[src/rtl/clk_div_pkg.sv]
// Shared constants and divisor clamp helper for the multi-channel clock divider.
package clk_div_pkg;

  localparam int unsigned CNT_W_DEF       = 26;
  localparam int unsigned DEFAULT_DIV_DEF = 50000;
  localparam int unsigned MIN_DIV         = 2;

  // Divisors below MIN_DIV cannot produce a tick/square-wave pair, so raise them.
  function automatic logic [31:0] clamp_div(input logic [31:0] val);
    return (val < 32'(MIN_DIV)) ? 32'(MIN_DIV) : val;
  endfunction

endpackage

[src/rtl/clk_div_ch.sv]
// One divider channel: counter, shadow divisor, tick strobe and square wave.
// Phase-align input exists only with CLK_DIV_PHASE_ALIGN_EN.
module clk_div_ch
  import clk_div_pkg::*;
#(
  parameter int unsigned CNT_W       = CNT_W_DEF,
  parameter int unsigned DEFAULT_DIV = DEFAULT_DIV_DEF
) (
  input  logic             i_clk,
  input  logic             i_rst,
`ifdef CLK_DIV_PHASE_ALIGN_EN
  input  logic             i_sync,
`endif
  input  logic             i_en,
  input  logic             i_wr,
  input  logic [CNT_W-1:0] i_div,
  output logic             o_tick,
  output logic             o_clk_div
);

  logic [CNT_W-1:0] r_cnt;
  logic [CNT_W-1:0] r_div_act;
  logic [CNT_W-1:0] r_div_pend;
  logic             r_pend_v;
  logic             w_wrap;
  logic             w_sync;
  logic [CNT_W-1:0] w_last;
  logic [CNT_W-1:0] w_half_m1;

`ifdef CLK_DIV_PHASE_ALIGN_EN
  assign w_sync = i_sync;
`else
  assign w_sync = 1'b0;
`endif

  assign w_last    = r_div_act - CNT_W'(1);
  assign w_half_m1 = (r_div_act >> 1) - CNT_W'(1);
  assign w_wrap    = i_en && (r_cnt == w_last);

  // Divisor only changes at a period boundary, so no runt pulses appear.
  always_ff @(posedge i_clk) begin
    if (i_rst) begin
      r_cnt      <= '0;
      r_div_act  <= CNT_W'(DEFAULT_DIV);
      r_div_pend <= '0;
      r_pend_v   <= 1'b0;
      o_tick     <= 1'b0;
      o_clk_div  <= 1'b0;
    end else begin
      o_tick <= w_wrap || w_sync;
      if (w_wrap || w_sync) begin
        r_cnt     <= '0;
        o_clk_div <= 1'b1;
        if (r_pend_v) begin
          r_div_act <= r_div_pend;
          r_pend_v  <= 1'b0;
        end
      end else if (i_en) begin
        r_cnt <= r_cnt + CNT_W'(1);
        if (r_cnt == w_half_m1) begin
          o_clk_div <= 1'b0;
        end
      end
      // A write landing on a wrap stays pending for the following wrap.
      if (i_wr) begin
        r_div_pend <= i_div;
        r_pend_v   <= 1'b1;
      end
    end
  end

endmodule

[src/rtl/clk_div_multi.sv]
// Multi-channel programmable clock divider: write decode, ack and channel array.
// Optional phase-align strobe enabled by CLK_DIV_PHASE_ALIGN_EN.
module clk_div_multi
  import clk_div_pkg::*;
#(
  parameter int unsigned N_CH        = 3,
  parameter int unsigned CNT_W       = CNT_W_DEF,
  parameter int unsigned DEFAULT_DIV = DEFAULT_DIV_DEF,
  localparam int unsigned CH_W       = (N_CH > 1) ? $clog2(N_CH) : 1
) (
  input  logic              i_clk,
  input  logic              i_rst,
`ifdef CLK_DIV_PHASE_ALIGN_EN
  input  logic              i_sync,
`endif
  input  logic [N_CH-1:0]   i_en,
  input  logic              i_div_wr,
  input  logic [CH_W-1:0]   i_div_ch,
  input  logic [CNT_W-1:0]  i_div_val,
  output logic              o_div_ack,
  output logic [N_CH-1:0]   o_tick,
  output logic [N_CH-1:0]   o_clk_div
);

  logic             w_wr_hit;
  logic [CNT_W-1:0] w_div_clamped;

  assign w_wr_hit      = i_div_wr && (32'(i_div_ch) < N_CH);
  assign w_div_clamped = CNT_W'(clamp_div(32'(i_div_val)));

  always_ff @(posedge i_clk) begin
    if (i_rst) begin
      o_div_ack <= 1'b0;
    end else begin
      o_div_ack <= w_wr_hit;
    end
  end

  for (genvar g = 0; g < N_CH; g++) begin : g_ch
    clk_div_ch #(
      .CNT_W       (CNT_W),
      .DEFAULT_DIV (DEFAULT_DIV)
    ) u_ch (
      .i_clk     (i_clk),
      .i_rst     (i_rst),
`ifdef CLK_DIV_PHASE_ALIGN_EN
      .i_sync    (i_sync),
`endif
      .i_en      (i_en[g]),
      .i_wr      (w_wr_hit && (i_div_ch == CH_W'(g))),
      .i_div     (w_div_clamped),
      .o_tick    (o_tick[g]),
      .o_clk_div (o_clk_div[g])
    );
  end

endmodule

[config.mk]
export PLATFORM = sky130hd
export DESIGN_NAME = clk_div_multi
export DESIGN_NICKNAME = d
export VERILOG_FILES = /design/src/rtl/clk_div_pkg.sv /design/src/rtl/clk_div_ch.sv /design/src/rtl/clk_div_multi.sv
export SDC_FILE = /design/constraint.sdc
export NUM_CORES = 1
export LEC_CHECK = 0
export ABC_AREA = 1
export CAP_MARGIN = 20
export CORE_ASPECT_RATIO = 1.5
export CORE_MARGIN = 5
export CORE_UTILIZATION = 55
export DETAILED_ROUTE_END_ITERATION = 10
export GPL_TIMING_DRIVEN = 0
export PLACE_DENSITY = 0.75
export SYNTH_ARGS = -nofsm -noshare
export SYNTH_HDL_FRONTEND = slang
export SYNTH_SLANG_ARGS = --single-unit
[constraint.sdc]
create_clock -name i_clk -period 2.15 [get_ports i_clk]
set_input_delay 0.3225 -clock i_clk [delete_from_list [all_inputs] [get_ports i_clk]]
set_output_delay 0.3225 -clock i_clk [all_outputs]
set_load 0.02 [all_outputs]
==> reports/metrics.yaml <==
run_status:
  outcome: "finished, violations left"
  violations: "setup timing"
route:
  ant_nets: 0
  drcViolationCount: 0
  initialDrtViolationCount: 1558
  wl_um: 65420
  wl_per_cell_um: 19.90
  firstDrtPassIters: 6
  vias_per_cell: 5.728
  vias: 18830
place:
  port_buffers: 38
  post-place-cells: 3141
  routabilityCongestion: 1.065
  hpwlAfterDp_um: 47840
  post-place-ws_ns: -1.194
worst_hold_path:
  hold_path.class: "in2reg"
  whs_path_depth: 3
clocking:
  cts_tree: "yes"
  clkTransAtPathRegs_ns: 0.06
  root_buffer: "clkbuf_16"
  htree_num_levels: 1
  clock-sinks: 244
  cts.path.max_buffers: 3
  clkLatencyLatePin_ns: 0.57
  holdBufCountCts: 0
  numCtsBuffers: 25
final_layout:
  instances_no_fill: 3287
  fin_util: 0.7084
  mostFrequentLayoutCell: "nand2_1"
  diodes: 0
  synthToLayoutAreaGrowth_pct: 27.68
  layout_common_cells: "nand2_1, inv_1, nor2_1"
  layout-drive-gt1-share: 0.2206
  final_net_count: 2911
sta:
  finClkSkew_ns: 0.03810
  whs_ns: 0.1011
  layout_min_cycle_time_ns: 2.617
  tightestPinTransition_ns: 0.9284
  hold_viol: 0
  max_freq_mhz: 382.1
  finalCritPeriodShare: 1.217
  drv_slew: 0
  setup_violations: 167
  fin_setup_tns_ns: -55.16
  setup_ws_ns: -0.4673
  rsz0062_at_grt: "yes"
  max_slew_margin: 0.3763
synthesis:
  postSynthCellCount: 2702
  syn_area_per_cell_um2: 6.193
  yosysSeqAreaShare: 0.2919
  synth_nets: 2745
  synth_warnings: 0
  synth_seq_cells: 244
  yosysUniqueCellTypes: 43
  netlist_area_mm2: 0.01673
global_routing:
  grt_pass1_wl_um: 96360
  grt_max_degree: 16
  grt_pass1_vias: 18120
  antenna_found_initial: 0
  gr-total-overflow: 0
  grt_usage: 0.3553
worst_setup_path:
  cp_cell_sequence: "inv_6 -> ha_4 -> nand2_8 -> nor2_4 -> nand4_1 -> nand3_1 -> nand2_1 -> nor2_1 -> nand2_2 -> nor2_4 -> buf_6 -> buf_6 -> buf_6 -> nand4_1 -> nand2_1 -> nor2_1"
  setup.worst_path.start: "g_ch[1].u_ch.r_div_act[0]$_SDFFE_PP0P_"
  max_stage_delay_ns: 0.37
  critPathCaptureType: "flop"
  critical-path-slowest-cell: "dfxtp_4"
  regToRegSetupSlack_ns: -0.47
  startpoint_type: "flop"
  path_delay_family: "simple AND/OR/NAND/NOR gates"
  endpoint: "g_ch[1].u_ch.r_div_act[1]$_SDFFE_PP0P_"
  cp_max_fo: 6
  worstReg2RegStart: "g_ch[1].u_ch.r_div_act[0]$_SDFFE_PP0P_"
  timing.rr.end: "g_ch[1].u_ch.r_div_act[1]$_SDFFE_PP0P_"
  crit_required_ns: 2.58
  path_buf_inv: 4
  arrival_ns: 3.05
  cp.depth: 16
  r2r_cells: 16
  crit_top_cell: "buf_6"
  critical_path_class: "reg2reg"
die:
  die_x_um: 152.4
  die-area_mm2: 0.03408
  start_util: 0.5549
  rows: 78
  core_mm2: 0.03016
  die_y_um: 223.6
  io_pins: 41
power:
  power_density_mw_per_mm2: 479.5
  p_leak_nw: 9.118
  ir_worst_vdd_v: 0.0006937
run:
  max-cap-violations: 0
-- logic make-up (layout without fill, tap and decap cells) --
group                      after synthesis  in the layout  share of synthesized area
adders and majority gates                9              9                   0.006730
DFF                                    244            244                     0.2919
and+or+nand+nor                       1523           1525                     0.4046
xor gates and xnor gates               193            193                     0.1010
AOI/OAI and AO/OA                      250            250                    0.07710
buffers and inverters                  483            666                     0.1186
-- cell type report --
type / instances / area [µm²]
multi-input combinational: 1977 / 11450
tap: 400 / 500.5
inverter: 377 / 1451
clock inverter: 12 / 203.9
fill: 2538 / 8793
timing repair buffer: 144 / 1508
sequential: 244 / 4932
buffer: 99 / 596.8
clock buffer: 34 / 719.4
-- worst min-delay path by stage --
stage                                             from                                     end  slack [ns]
2_1_floorplan                                    i_rst          g_ch[1].u_ch.o_tick$_SDFF_PP0_        0.39
3_3_place_gp   g_ch[2].u_ch.r_div_pend[8]$_SDFFE_PP0P_  g_ch[2].u_ch.r_div_act[8]$_SDFFE_PP1P_        0.45
3_5_place_dp   g_ch[2].u_ch.r_div_pend[9]$_SDFFE_PP0P_  g_ch[2].u_ch.r_div_act[9]$_SDFFE_PP1P_        0.44
5_1_grt                                        i_en[0]      g_ch[0].u_ch.r_cnt[1]$_SDFFE_PP0P_        0.11
4_1_cts                                        i_en[0]      g_ch[0].u_ch.r_cnt[1]$_SDFFE_PP0P_        0.09
6_report                                       i_en[0]      g_ch[0].u_ch.r_cnt[1]$_SDFFE_PP0P_        0.10
-- worst min-delay path, stage by stage --
cell and delay (ns):
buf_4 0.15, nand2_1 0.08, a21oi_2 0.05
-- layer usage --
layer / GRT usage / wire length (µm) / up-vias
li1: - / - / 8924
met1: 0.3632 / 22470 / 8640
met2: 0.6308 / 32000 / 911
met3: 0.04658 / 3917 / 353
met4: 0.3169 / 7033 / 0
met5: 0 / 0 / -
-- per-stage QoR --
step           instance area [µm²]  power, mW
2_1_floorplan                16770      5.045
3_3_place_gp                 17650      5.268
3_5_place_dp                 17660      5.282
4_1_cts                      20470      10.20
5_1_grt                      21360      10.50
6_report                     21360      10.24
-- state kept, by name, summed over array words and instances (netlist names) --
register              count
g_ch.u_ch.o_tick          3
g_ch.u_ch.r_pend_v        3
g_ch.u_ch.o_clk_div       3
g_ch.u_ch.r_div_act      78
o_div_ack                 1
g_ch.u_ch.r_div_pend     78
g_ch.u_ch.r_cnt          78
-- synthesized netlist by cell type --
| master | n | area share |
|---|---|---|
| dfxtp_1 | 244 | 0.29 |
| o21ai_0 | 110 | 0.033 |
| buf_2 | 9 | 0.0027 |
| clkbuf_1 | 58 | 0.013 |
| nand4_4 | 1 | 0.0013 |
| inv_2 | 2 | 0.00045 |
| or2_2 | 13 | 0.0049 |
| buf_1 | 8 | 0.0018 |
| and3_1 | 1 | 0.00037 |
| and2_1 | 2 | 0.00075 |
| or4_1 | 1 | 0.00045 |
| ha_1 | 9 | 0.0067 |
| a22o_1 | 1 | 0.00052 |
| a211oi_1 | 2 | 0.00090 |
| nor4_1 | 17 | 0.0064 |
| o22ai_1 | 4 | 0.0015 |
| clkbuf_2 | 2 | 0.00060 |
| nand2_4 | 1 | 0.00067 |
| nor3b_1 | 4 | 0.0018 |
| nor2_1 | 347 | 0.078 |
| nand3_1 | 198 | 0.059 |
| o211ai_1 | 3 | 0.0013 |
| nand3_4 | 1 | 0.0010 |
| xor2_1 | 141 | 0.074 |
| o21ai_1 | 2 | 0.00060 |
| xnor2_1 | 52 | 0.027 |
| clkinv_1 | 2 | 0.00045 |
| nor3_1 | 57 | 0.017 |
| nand3_2 | 1 | 0.00060 |
| nand3b_1 | 10 | 0.0045 |
| inv_1 | 373 | 0.084 |
| nand4_1 | 130 | 0.049 |
| o21bai_1 | 3 | 0.0013 |
| a21oi_1 | 122 | 0.036 |
| o2111ai_1 | 1 | 0.00052 |
| buf_6 | 13 | 0.0087 |
| nand2_2 | 12 | 0.0045 |
| nor2_2 | 33 | 0.012 |
| o21ai_2 | 1 | 0.00052 |
| a21o_1 | 1 | 0.00045 |
| nand2_1 | 679 | 0.15 |
| buf_4 | 16 | 0.0072 |
| nor2_4 | 15 | 0.010 |
-- power by group --
group,internal [mW],switching [mW],total (mW)
clock,2.96,1.97,4.93
combinational,0.229,0.425,0.654
sequential,4.60,0.0604,4.66
-- what timing repair did --
action / CTS / global route
setup buffers: 68 / 23
gates cloned: 18 / 1
gates resized for setup: 337 / 250
pin swaps: 99 / 100
endpoints found under the setup margin: 239 / 165
Note: power is estimated with default switching activity, not from simulation.
